`config.mk`:
```
export PLATFORM = sky130hd
export DESIGN_NAME = led_driver
export DESIGN_NICKNAME = d
export VERILOG_FILES = /design/src/rtl/led_pkg.sv /design/src/rtl/led_channel.sv /design/src/rtl/led_driver.sv
export SDC_FILE = /design/constraint.sdc
export NUM_CORES = 1
export LEC_CHECK = 0
export CAP_MARGIN = 0
export CELL_PAD_IN_SITES_DETAIL_PLACEMENT = 0
export CELL_PAD_IN_SITES_GLOBAL_PLACEMENT = 1
export CORE_ASPECT_RATIO = 0.75
export CORE_MARGIN = 8
export CORE_UTILIZATION = 35
export DETAILED_ROUTE_END_ITERATION = 10
export GPL_TIMING_DRIVEN = 0
export PLACE_DENSITY_LB_ADDON = 0.1
export SYNTH_ARGS = -nofsm -noshare
export SYNTH_HDL_FRONTEND = slang
export SYNTH_SLANG_ARGS = --single-unit
```
`constraint.sdc`:
```
create_clock -name clk -period 5.2 [get_ports clk]
set_input_delay 0.52 -clock clk [delete_from_list [all_inputs] [get_ports clk]]
set_output_delay 0.52 -clock clk [all_outputs]
set_load 0.005 [all_outputs]
```
`src/rtl/led_pkg.sv`:
```
// Shared types for the LED driver: channel mode encoding and its width.
package led_pkg;

    localparam int MODE_W = 3;

    typedef enum logic [MODE_W-1:0] {
        MODE_OFF     = 3'd0,
        MODE_ON      = 3'd1,
        MODE_BLINK   = 3'd2,
        MODE_PWM     = 3'd3,
        MODE_BREATHE = 3'd4
    } led_mode_e;

endpackage

```
`src/rtl/led_channel.sv`:
```
// One LED channel: mode/duty/period registers, blink and breathe state, registered drive.
// BREATHE mode and its level/direction registers exist only when LED_BREATHE_EN is defined.
module led_channel
    import led_pkg::*;
#(
    parameter int PWM_BITS    = 8,
    parameter int PERIOD_BITS = 12
) (
    input  logic                   clk,
    input  logic                   rst,
    input  logic                   tick,
    input  logic [PWM_BITS-1:0]    pwm_cnt,
    input  logic                   wr,
    input  logic [MODE_W-1:0]      cfg_mode,
    input  logic [PWM_BITS-1:0]    cfg_duty,
    input  logic [PERIOD_BITS-1:0] cfg_period,
    output logic                   led
);

    led_mode_e              mode;
    led_mode_e              wr_mode;
    logic [PWM_BITS-1:0]    duty;
    logic [PERIOD_BITS-1:0] period;
    logic [PERIOD_BITS-1:0] period_m1;
    logic [PERIOD_BITS-1:0] blink_cnt;
    logic                   phase;
    logic                   led_next;

    // Reserved encodings (and BREATHE when not built in) collapse to OFF at write time.
    // NOTE: every always_comb output gets a default first, so no path can infer a latch.
    always_comb begin
        wr_mode = MODE_OFF;
        case (cfg_mode)
            MODE_ON:      wr_mode = MODE_ON;
            MODE_BLINK:   wr_mode = MODE_BLINK;
            MODE_PWM:     wr_mode = MODE_PWM;
`ifdef LED_BREATHE_EN
            MODE_BREATHE: wr_mode = MODE_BREATHE;
`endif
            default:      wr_mode = MODE_OFF;
        endcase
    end

    // A half-period of 0 behaves as 1: toggle on every tick.
    assign period_m1 = (period == '0) ? '0 : period - PERIOD_BITS'(1);

    // NOTE: sequential state uses non-blocking assignments only; blocking here would race.
    always_ff @(posedge clk or posedge rst) begin
        if (rst) begin
            mode      <= MODE_OFF;
            duty      <= '0;
            period    <= '0;
            blink_cnt <= '0;
            phase     <= 1'b0;
        end else if (wr) begin
            mode      <= wr_mode;
            duty      <= cfg_duty;
            period    <= cfg_period;
            blink_cnt <= '0;
            phase     <= 1'b0;
        end else if (tick && mode == MODE_BLINK) begin
            if (blink_cnt >= period_m1) begin
                blink_cnt <= '0;
                phase     <= ~phase;
            end else begin
                blink_cnt <= blink_cnt + PERIOD_BITS'(1);
            end
        end
    end

`ifdef LED_BREATHE_EN
    logic [PWM_BITS-1:0] level;
    logic                dir_down;

    // The level holds at an endpoint for the step on which the direction flips.
    always_ff @(posedge clk or posedge rst) begin
        if (rst) begin
            level    <= '0;
            dir_down <= 1'b0;
        end else if (wr) begin
            level    <= '0;
            dir_down <= 1'b0;
        end else if (tick && mode == MODE_BREATHE) begin
            if (!dir_down) begin
                if (level == '1) dir_down <= 1'b1;
                else             level    <= level + PWM_BITS'(1);
            end else begin
                if (level == '0) dir_down <= 1'b0;
                else             level    <= level - PWM_BITS'(1);
            end
        end
    end
`endif

    always_comb begin
        led_next = 1'b0;
        case (mode)
            MODE_ON:      led_next = 1'b1;
            MODE_BLINK:   led_next = phase;
            MODE_PWM:     led_next = (pwm_cnt < duty);
`ifdef LED_BREATHE_EN
            MODE_BREATHE: led_next = (pwm_cnt < level);
`endif
            default:      led_next = 1'b0;
        endcase
    end

    always_ff @(posedge clk or posedge rst) begin
        if (rst) led <= 1'b0;
        else     led <= led_next;
    end

endmodule

```
`src/rtl/led_driver.sv`:
```
// Multi-channel LED driver: shared prescaler tick, shared PWM counter, config handshake.
// Optional BREATHE mode is enabled by defining LED_BREATHE_EN.
module led_driver
    import led_pkg::*;
#(
    parameter int NUM_LED     = 4,
    parameter int CLK_HZ      = 100_000_000,
    parameter int TICK_HZ     = 1000,
    parameter int PWM_BITS    = 8,
    parameter int PERIOD_BITS = 12,
    localparam int CHAN_W     = (NUM_LED > 1) ? $clog2(NUM_LED) : 1
) (
    input  logic                   clk,
    input  logic                   rst,
    input  logic                   cfg_valid,
    output logic                   cfg_ready,
    input  logic [CHAN_W-1:0]      cfg_chan,
    input  logic [MODE_W-1:0]      cfg_mode,
    input  logic [PWM_BITS-1:0]    cfg_duty,
    input  logic [PERIOD_BITS-1:0] cfg_period,
    output logic [NUM_LED-1:0]     led,
    output logic                   tick
);

    localparam int DIV     = CLK_HZ / TICK_HZ;
    localparam int PRESC_W = (DIV >= 2) ? $clog2(DIV) : 1;

    if (DIV < 2) begin : g_div_check
        $error("led_driver: CLK_HZ/TICK_HZ must be at least 2");
    end
    if (NUM_LED < 1 || NUM_LED > 16) begin : g_num_led_check
        $error("led_driver: NUM_LED must be in 1..16");
    end

    logic [PRESC_W-1:0]  presc;
    logic [PWM_BITS-1:0] pwm_cnt;
    logic                accept;

    assign tick   = (presc == PRESC_W'(DIV - 1));
    assign accept = cfg_valid && cfg_ready;

    always_ff @(posedge clk or posedge rst) begin
        if (rst) begin
            presc     <= '0;
            pwm_cnt   <= '0;
            cfg_ready <= 1'b0;
        end else begin
            presc     <= tick ? '0 : presc + PRESC_W'(1);
            pwm_cnt   <= pwm_cnt + PWM_BITS'(1);
            cfg_ready <= 1'b1;
        end
    end

    // Out-of-range channel numbers match no instance, so the write completes with no effect.
    for (genvar gi = 0; gi < NUM_LED; gi++) begin : g_chan
        led_channel #(
            .PWM_BITS    (PWM_BITS),
            .PERIOD_BITS (PERIOD_BITS)
        ) u_chan (
            .clk        (clk),
            .rst        (rst),
            .tick       (tick),
            .pwm_cnt    (pwm_cnt),
            .wr         (accept && (cfg_chan == CHAN_W'(gi))),
            .cfg_mode   (cfg_mode),
            .cfg_duty   (cfg_duty),
            .cfg_period (cfg_period),
            .led        (led[gi])
        );
    end

endmodule

```
---- Yosys cells after proc, flatten, opt, wreduce, memory -nomap -nowiden ----
Index checks and enable logic that the tools add are counted.
storage, ports and cells
  output and inout port bits .............. 6
  register bits ........................... 174
  bits of input ports ..................... 28
cells by class
  multiplexer cells ....................... 34
  bitwise gates (word level) .............. 4
  eq/ne operators ......................... 19
  $lt $le $gt $ge ......................... 8
  reduce and logical (&&, ||, !) cells .... 26
  add/subtract/negate cells ............... 10
operators with widths
  operator                                              number
  2-to-1 mux 12 bit                                     16
  adder 12 x 1 -> 12 bit (second input constant)        4
  >= comparator 12 bit                                  4
  logical NOT 12 bit                                    4
  subtractor 12 x 1 -> 12 bit (second input constant)   4
  < comparator 8 bit                                    4
  equality test 3 x 2 -> 1 bit (second input constant)  10
  adder 17 x 1 -> 17 bit (second input constant)        1
  equality test 17 bit (second input constant)          1
  2-to-1 mux 17 bit                                     1
  nonzero test 2 bit                                    8
  equality test 3 x 1 -> 1 bit (second input constant)  5
  2-to-1 mux 1 bit                                      12
  one-hot mux 1 bit (3 select lines)                    4
  logical AND 1 bit                                     9
  adder 8 x 1 -> 8 bit (second input constant)          1
  AND reduction 2 bit                                   4
  one-hot mux 2 bit (3 select lines)                    1
  equality test 2 bit (second input constant)           2
  inverter 1 bit                                        4
  equality test 2 x 1 -> 1 bit (second input constant)  1
  logical NOT 2 bit                                     1

---- Logic depth before layout (Yosys ltp) ----
Gate-level depths: netlist of run 1.
  depth after elaboration ................. 6
  depth in mapped cells ................... 15
  mapped depth without buffers ............ 13

---- Cells and area by module ----
A second synthesis of run 1 with hierarchy kept.
second synthesis, totals
  cell total of the unflattened synthesis .. 1042
  area, all modules ....................... 10184.8 um2
by module, submodules not included
  module                               cells each  area each (um2)  instances
  led_channel at g_chan[2].u_chan ...  234         2237.1           2
  led_channel at g_chan[1].u_chan      236         2255.9           1
  led_channel at g_chan[0].u_chan      232         2245.9           1
  led_driver                           106         1208.7           1

---- Worst setup path after synthesis of run 1 ----
OpenSTA, ideal clock, no wires.
  path type ............................... register to register
  start point ............................. register g_chan[3].u_chan.period[2]
  end point ............................... register g_chan[3].u_chan.blink_cnt[8]
  path slack .............................. 1526 ps
  required time ........................... 5117 ps
  data arrival time ....................... 3592 ps
  stages on the path, launching flop included .. 14
  path through ............................ dfrtp_1 or4_1 or3_1 or4_1 nor3_1 a21oi_1 ha_1 a21o_1 a21oi_1 o221ai_2 or3_1 clkbuf_1 or3_1 o21ai_0
between the ends
  cells in the longest elaborated chain, start to end .. 6
ends and longest elaborated chain
  what                                                                      line               RTL
  start, declared                                                           led_channel.sv:23  logic [PERIOD_BITS-1:0] period;
  start signal, assigned                                                    led_channel.sv:58  period <= cfg_period;
  subtractor 12 x 1 -> 12 bit / logical NOT 12 bit (equally long branches)  led_channel.sv:45  assign period_m1 = (period == '0) ? '0 : period - PERIOD_BITS'(1);
  2-to-1 mux 12 bit (*)                                                     led_channel.sv:45
  >= comparator 12 bit (*)                                                  led_channel.sv:62  if (blink_cnt >= period_m1) begin
  2-to-1 mux 12 bit (*)                                                     led_channel.sv:62
  2-to-1 mux 12 bit (*)                                                     led_channel.sv:61  end else if (tick && mode == MODE_BLINK) begin
  2-to-1 mux 12 bit (*)                                                     led_channel.sv:55  end else if (wr) begin
  end signal, assigned                                                      led_channel.sv:66  blink_cnt <= blink_cnt + PERIOD_BITS'(1);
  end, declared                                                             led_channel.sv:25  logic [PERIOD_BITS-1:0] blink_cnt;
Every way passes the cells marked *; elsewhere a longest branch is shown, timed or not. The select of a mux whose other input is x is not followed.
A chain may end at the register's enable or synchronous reset.

---- Final worst setup path of run 1 ----
  start point ............................. register g_chan[3].u_chan.period[2]
  end point ............................... register g_chan[3].u_chan.blink_cnt[10]
The elaborated chain is that of the path after synthesis.

==> parameters.txt, run 1 <==
Parameter                              Value

Floorplan
  Standard-cell rows ... 53
  Vertical die dimension ... between 150 and 200 um
  Core area ... 28200 um^2
  Total I/O pin count ... 34
  Die outline area ... 34500 um^2
  Chip width ... between 200 and 250 um
  Initial cell density of the core ... 35.7%

Layout
  Nets@finish ... around 1300
  Antenna diode count ... 0
  Storage element area ... 4250 um^2
  Fillers ... 2851
  Share of post-route cells with drive strength above 1 ... 6.69%
  Synth-to-layout area growth ... 14.2%
  Area of the multi-input gates ... 5450 um^2

Setup path
  Critical Setup Path Class ... flip-flop to flip-flop
  Cell class contributing the biggest share of worst-path delay ... simple AND/OR/NAND/NOR gates
  Crit-path max cell delay ... roughly 0.59 ns
  Top cell by count, worst path ... sky130_fd_sc_hd__or3_1
  Buf/Inv on CP ... 2
  Chain of cells forming the critical path ... or4_1, or3_1, or4_1, nor3_1, a21oi_1, ha_1, nand4_1, nor4_1, o31a_1, clkbuf_1, or3_1, clkbuf_1, or3_1, o21ai_0
  Worst setup SP type ... flip-flop
  Crit. End Element ... flip-flop
  Worst-path maximum fanout ... 8
  Data required time at the worst endpoint ... between 5 and 6 ns
  WP data arrival ... 4.46 ns
  CP max stage cell ... sky130_fd_sc_hd__or4_1

Synth
  Largest cells by area after synthesis ... sky130_fd_sc_hd__dfrtp_1 42%, sky130_fd_sc_hd__ha_1 11%, sky130_fd_sc_hd__nand2_1 8.6%
  Number of instances in the synthesized netlist ... between 1000 and 1500
  Number of nets in the synthesized netlist ... 1232
  Yosys warning total ... 0
  Synth Flop Type ... sky130_fd_sc_hd__dfrtp_1
  Count leader, synth ... sky130_fd_sc_hd__nand2_1
  Post-Synthesis Cell Area ... 10100 um^2
  Avg Cell Area, Syn ... 9.04 um^2
  Yosys top cell by area ... sky130_fd_sc_hd__dfrtp_1
  Number of distinct library cell variants in the gate-level netlist after synthesis ... 58
  Sequential fraction of the synthesis area ... 42.2%
  Share of async-settable or async-resettable flops after synthesis ... 100%
  Top cell types by occurrence after synthesis ... 230 x sky130_fd_sc_hd__nand2_1, 170 x sky130_fd_sc_hd__dfrtp_1, 98 x sky130_fd_sc_hd__o21ai_0, 90 x sky130_fd_sc_hd__ha_1, 58 x sky130_fd_sc_hd__inv_1
  Area share of the largest cell type after synthesis ... 42.2%
  Post-synth EDFFs ... 0
  Number of synthesized register bits ... between 150 and 200

Drt
  Post-Route WL ... 26100 um
  Antenna Nets Post-Route ... 0
  Vias per std cell ... 5.03
  Via Count ... 7866
  Number of detailed-route iterations in the first pass ... 4
  Violation count after the first detailed-route iteration ... just over 500
  Drc violations ... 0
  DR WL/cell ... approximately 17 um

Global routing
  Initial antenna violation count ... 0
  Global Route Usage Sum ... 15.7%
  First-pass GRT wire length ... 42500 um
  Pin count of the biggest net entering global routing ... 120
  Residual overflow from global routing ... 0
  Vias in the first global route ... 7476

STA
  Post-Route Skew ... 0.00958 ns
  Fmax achieved ... 0.241 GHz
  Final min period ... a little over 4 ns
  Final setup violation count ... 0
  Fraction of the cycle the final worst path needs ... 79.7%
  Final-layout setup total negative slack ... 0 ns
  Unrepaired setup endpoints after global routing ... no
  Worst hold margin ... 0.460 ns
  Relative max-transition margin ... 29.4%
  Total count of max-transition violations in the final report ... 0
  Final Hold Viols ... 0
  Worst Max-Slew Pin Slew ... 1.06 ns

Clock network
  Clock Tree Buf Depth ... 2
  H-tree depth reported by CTS ... 4
  Total clock buffers created by CTS ... 17
  Clock tree sinks ... 170
  CTS tree ... done
  Clock network latency to the later pin of the worst-skew pair ... 0.44 ns
  Root Buffer ... sky130_fd_sc_hd__clkbuf_16
  Post-CTS repair timing setup buffer count ... 0
  Quantity of gates resized following cts ... 0
  Clk pin slew, worst setup/hold paths ... approximately 0.070 ns
  Total of hold buffers inserted after clock tree synthesis ... 0

Power and ir drop
  Peak ir drop on the vdd network ... roughly 0.00024 V
  Cell area power density ... 346 nW/um^2
  Leakage power figure ... 5.43 nW

Flow run
  Max-cap violations ... 0

Placed design
  Gpl congestion ... ~0.74
  DPL Wire Length ... 19100 um
  Buffers on Ports ... 33

Run status
  Outcome ... finished clean

Hold path
  Path type of the worst min-delay path ... flip-flop to flip-flop
[kinds of logic (layout without fill, tap and decap cells)]
group           count (synthesis)  in the layout  share of synthesized area, %
fa+ha+maj                      90             90                          11.2
simple gates                  467            467                          22.5
xor+xnor                       51             51                          4.43
compound gates                215            215                          13.0
flops                         170            170                          42.2
other cells                     1              1                        0.0372
mux                            27             27                          2.97
buf+inv                        93            159                          3.70
[cells in the final DEF (no fill, tap or decap), drive strengths merged, types with 26 or more instances in the layout]
| cell type | count |
|---|---|
| clkbuf | 44 |
| nor2 | 44 |
| o21ai | 98 |
| nand2 | 230 |
| xor2 | 29 |
| dfrtp | 170 |
| nand3 | 28 |
| inv | 61 |
| clkdlybuf4s50 | 33 |
| ha | 90 |
| a21oi | 43 |
| a21o | 26 |
[worst paths after layout]
| kind | startpoint | to | slack, ns | depth (start not counted) |
|---|---|---|---|---|
| max in group asynchronous | rst | g_chan[0].u_chan.blink_cnt[3] | 3.68 | 3 |
| max | g_chan[3].u_chan.period[2] | g_chan[3].u_chan.blink_cnt[10] | 1.05 | 14 |
| min | presc[0] | presc[0] | 0.46 | 1 |
| min reg2reg | presc[0] | presc[0] | 0.46 | 1 |
| max reg2reg | g_chan[3].u_chan.period[2] | g_chan[3].u_chan.blink_cnt[10] | 1.05 | 14 |
| min in group asynchronous | rst | g_chan[1].u_chan.blink_cnt[8] | 0.51 | 2 |
[sequential cells by signal (all words and copies together), names as in the netlist]
register,cells
g_chan.u_chan.blink_cnt,48
g_chan.u_chan.period,48
g_chan.u_chan.duty,32
presc,17
g_chan.u_chan.mode,8
pwm_cnt,8
g_chan.u_chan.led,4
g_chan.u_chan.phase,4
cfg_ready,1
[per-layer routing]
metal | track usage (%) | share of wire, % | wire, um | vias up
met2 | 21.5 | 40 | 10300 | 89
met1 | 24.5 | 56 | 14700 | 3752
met5 | 0 | 0 | 0 | -
li1 | - | - | - | 4010
met4 | 3.59 | 0.86 | 225 | 0
met3 | 3.08 | 3.2 | 837 | 15
[worst reg2reg max path, cell delays in order (launching register included)]
cell and delay, ns:
sky130_fd_sc_hd__dfrtp_1 0.43, sky130_fd_sc_hd__or4_1 0.59, sky130_fd_sc_hd__or3_1 0.38, sky130_fd_sc_hd__or4_1 0.44, sky130_fd_sc_hd__nor3_1 0.15, sky130_fd_sc_hd__a21oi_1 0.09, sky130_fd_sc_hd__ha_1 0.31, sky130_fd_sc_hd__nand4_1 0.18
sky130_fd_sc_hd__nor4_1 0.31, sky130_fd_sc_hd__o31a_1 0.17, sky130_fd_sc_hd__clkbuf_1 0.29, sky130_fd_sc_hd__or3_1 0.16, sky130_fd_sc_hd__clkbuf_1 0.30, sky130_fd_sc_hd__or3_1 0.16, sky130_fd_sc_hd__o21ai_0 0.07
[layout make-up]
type                            instances  share of cell area, %
Buffer                                 35                   1.35
Clock buffer                           18                   3.82
Clock inverter                         14                   1.27
Inverter                               58                   1.96
Multi-Input combinational cell        851                   47.3
Sequential cell                       170                   37.0
Tap cell                              385                   4.19
Timing Repair Buffer                   34                   3.11
[power by group]
group          internal [mW]  total [mW]  switching (mW)
registers               1.51        1.69           0.177
logic                  0.434       0.992           0.558
clock network          0.722        1.30           0.578
[per-stage QoR]
| stage | instances | total power, mW | util [%] | setup slack (ns) | cell area (um^2) |
|---|---|---|---|---|---|
| 6_report | 1565 | 3.98 | 40.8 | 1.05 | 11500 |
| 5_1_grt | 1565 | 4.28 | 40.8 | 0.693 | 11500 |
| 4_1_cts | 1565 | 4.04 | 40.8 | 1.04 | 11500 |
| 3_5_place_dp | 1533 | 2.71 | 38.7 | 1.09 | 10900 |
| 3_3_place_gp | 1532 | 2.69 | 38.6 | -3.00 | 10900 |
| 2_1_floorplan | 1114 | 2.40 | - | 0.0766 | 10100 |
Note: power is estimated with default switching activity, not from simulation.
==> run 2: changes to the inputs <==
==> constraint.sdc (replaced) <==
create_clock -name clk -period 3.6 [get_ports clk]
set_input_delay 0.36 -clock clk [delete_from_list [all_inputs] [get_ports clk]]
set_output_delay 0.36 -clock clk [all_outputs]
set_load 0.005 [all_outputs]
==> run 2 against run 1 <==
Critical endpoint is now g_chan[3].u_chan.blink_cnt[8]; setup slack got worse by 1.1 ns; via count rose by 1.4%; cell count is 0.83% higher; highest routed layer unchanged; core utilization grew 1.6 points; register-to-register slack lost 1.1 ns; critical path type unchanged; the flow now finishes with violations (negative setup slack).
==> parameters.txt, run 2 (synthesized netlist as in run 1, its figures left out) <==
Parameter                              Value

Floorplan
  Standard-cell rows ... 53 (unchanged)
  Core area ... 28200 um^2 (unchanged)
  Total I/O pin count ... 34 (unchanged)
  Vertical die dimension ... 163 um (unchanged)
  Die outline area ... 34500 um^2 (unchanged)
  Initial cell density of the core ... 35.7% (unchanged)
  Chip width ... 212 um (unchanged)

Drt
  Antenna Nets Post-Route ... 0 (unchanged)
  Violation count after the first detailed-route iteration ... 414 (-19%)
  Post-Route WL ... 26200 um (+0.51%)
  Vias per std cell ... 5.06 (+0.60%)
  Via Count ... 7979 (+1.4%)
  Drc violations ... 0 (unchanged)
  DR WL/cell ... 16.6 um (-0.31%)
  Number of detailed-route iterations in the first pass ... 4 (unchanged)

STA
  Total count of max-transition violations in the final report ... 0 (unchanged)
  Post-Route Skew ... 0.0115 ns (+0.00196 ns)
  Final setup violation count ... 5 (+5)
  Final min period ... 3.67 ns (-0.474 ns)
  Fmax achieved ... 0.272 GHz (+13%)
  Fraction of the cycle the final worst path needs ... 102% (+22 points)
  Unrepaired setup endpoints after global routing ... yes
  Worst Max-Slew Pin Slew ... 1.12 ns (+0.0644 ns)
  Relative max-transition margin ... 25.1% (-4.3 points)
  Min setup slack post-route ... -0.0718 ns (-1.13 ns)
  Final Hold Viols ... 0 (unchanged)

Run status
  Outcome ... finished, violations left
  Violated checks ... negative setup slack

Power and ir drop
  Net Switching ... 1.93 mW (+47%)
  Peak ir drop on the vdd network ... 0.000317 V (+30%)
  Cell area power density ... 519 nW/um^2 (+50%)
  Combinational power share ... 26.1% (+1.2 points)
  Net switching fraction of the power ... 31.1% (-1.9 points)
  Int Power ... 4.27 mW (+60%)
  Leakage power figure ... 5.62 nW (+3.5%)
  Clk pwr share ... 34.4% (+1.7 points)
  Reg power frac ... 39.5% (-2.9 points)

Global routing
  Vias in the first global route ... 7848 (+5.0%)
  Initial antenna violation count ... 0 (unchanged)
  Global Route Usage Sum ... 16.0% (+0.28 points)
  GR met1 Demand/Resource ... 24.2% (-0.32 points)
  Pin count of the biggest net entering global routing ... 40 (-67%)
  Layer with the highest usage ... met1
  Residual overflow from global routing ... 0 (unchanged)
  First-pass GRT wire length ... 43200 um (+1.6%)
  Met2 Resource Use GR ... 22.8% (+1.2 points)
  Met3 global-route usage ... 2.73% (-0.35 points)

Setup path
  Worst-path maximum fanout ... 8 (unchanged)
  WP data arrival ... 4.04 ns (-0.42 ns)
  Crit. End Element ... flip-flop
  Data required time at the worst endpoint ... 3.97 ns (-1.55 ns)
  Worst setup SP type ... flip-flop
  Critical Setup Path Class ... flip-flop to flip-flop

Placed design
  Gpl congestion ... 0.770 (+3.4%)
  DPL Wire Length ... 19300 um (+0.98%)
  Buffers on Ports ... 33 (unchanged)
  Worst slack, placed ... -0.426 ns (-1.52 ns)
  Cell Count Post-Placement ... 1536 (+0.20%)

Layout
  Non-Filler Instances ... 1578 (+0.83%)
  Nets@finish ... 1301 (+1.2%)
  Top flop regs ... g_chan.u_chan.blink_cnt: 48 flops, g_chan.u_chan.period: 48 flops, g_chan.u_chan.duty: 32 flops
  Most frequent standard cell in the layout excluding fill and tap cells ... sky130_fd_sc_hd__nand2_1
  Synth-to-layout area growth ... 18.7%
  Most frequent cells in the layout ... 229 x sky130_fd_sc_hd__nand2_1, 168 x sky130_fd_sc_hd__dfrtp_1, 89 x sky130_fd_sc_hd__ha_1, 78 x sky130_fd_sc_hd__o21ai_0, 55 x sky130_fd_sc_hd__inv_1
  Share of post-route cells with drive strength above 1 ... 11.1% (+4.5 points)
  Antenna diode count ... 0 (unchanged)

Clock network
  Clock Tree Buf Depth ... 2 (unchanged)
  Clk pin slew, worst setup/hold paths ... 0.07 ns (about the same)
  Root Buffer ... sky130_fd_sc_hd__clkbuf_16
  H-tree depth reported by CTS ... 4 (unchanged)
  CTS tree ... done
  Total clock buffers created by CTS ... 17 (unchanged)
  Clock network latency to the later pin of the worst-skew pair ... 0.44 ns (about the same)
  Clock tree sinks ... 170 (unchanged)
  Total of hold buffers inserted after clock tree synthesis ... 0 (unchanged)

Hold path
  Path type of the worst min-delay path ... input pin to async pin

Flow run
  Max-cap violations ... 0 (unchanged)
==> run 2: critical path, cell delays in order, from the launching register on <==
cell and delay (ns):
sky130_fd_sc_hd__dfrtp_1 0.38, sky130_fd_sc_hd__or4_4 0.54, sky130_fd_sc_hd__or3_4 0.36, sky130_fd_sc_hd__or4_4 0.43, sky130_fd_sc_hd__nor3_2 0.11, sky130_fd_sc_hd__a21oi_1 0.06
sky130_fd_sc_hd__ha_1 0.30, sky130_fd_sc_hd__a21o_1 0.19, sky130_fd_sc_hd__a21oi_2 0.18, sky130_fd_sc_hd__o221ai_4 0.15, sky130_fd_sc_hd__or3_4 0.46, sky130_fd_sc_hd__or3_4 0.38
sky130_fd_sc_hd__o21ai_2 0.06
==> run 2: per-stage QoR <==
stage	total power, mW	area, um^2	util, %	TNS, ns	hold slack, ns
global route	6.62	12000	42.4	-1.83	0.485
detailed placement	3.93	11000	39.0	-10.57	0.460
CTS	6.20	11800	41.8	-0.295	0.442
finish	6.20	12000	42.4	-0.178	0.426
global placement	3.90	10900	38.7	-125.70	0.458
floorplan	3.48	10100	-	0	0.433
==> run 2: cell type report <==
class                      count  area [um^2]
fill                        2792        16200
multi-input combinational    851         5640
sequential                   170         4260
timing repair buffer          52          527
tap                          385          482
clock buffer                  22          474
inverter                      58          221
clock inverter                 7          189
buffer                        33          164
==> run 2: repair_timing <==
item                       in CTS  in global routing
resized for setup              27                 46
pin swaps                       5                 11
setup buffers                   8                  7
setup endpoints to repair      44                 49
==> run 2: final timing paths <==
kind | from | to | slack, ns | cells past startpoint
hold reg to reg | presc[0] | presc[0] | 0.46 | 1
setup reg to reg | g_chan[3].u_chan.period[2] | g_chan[3].u_chan.blink_cnt[8] | -0.07 | 12
hold / removal | rst | g_chan[1].u_chan.blink_cnt[2] | 0.43 | 2
max in group asynchronous | rst | presc[14] | 2.21 | 4
min in group clk | presc[0] | presc[0] | 0.46 | 1
setup / recovery | g_chan[3].u_chan.period[2] | g_chan[3].u_chan.blink_cnt[8] | -0.07 | 12
==> run 2: metal layers <==
layer / wire length [um] / up-vias
met5: 0 / -
met4: 294 / 0
met3: 739 / 19
met2: 10700 / 93
met1: 14500 / 3819
li1: - / 4048
==> run 2: power by group through the flow <==
stage               clock, mW  sequential [mW]  combinational [mW]
global route             2.25             2.49                1.87
finish                   2.13             2.45                1.62
CTS                      2.19             2.44                1.57
detailed placement          0             2.47                1.46
floorplan                   0             2.39                1.09
global placement            0             2.47                1.43
==> run 3: changes to the inputs <==
--- a/config.mk
+++ b/config.mk
@@ -5,6 +5,7 @@
 export SDC_FILE = /design/constraint.sdc
 export NUM_CORES = 1
 export LEC_CHECK = 0
+export ABC_CLOCK_PERIOD_IN_PS = 3600
 export CAP_MARGIN = 0
 export CELL_PAD_IN_SITES_DETAIL_PLACEMENT = 0
 export CELL_PAD_IN_SITES_GLOBAL_PLACEMENT = 1
==> results of run 3 <==
No change in the layout: final DEF, timing and power equal those of run 2.
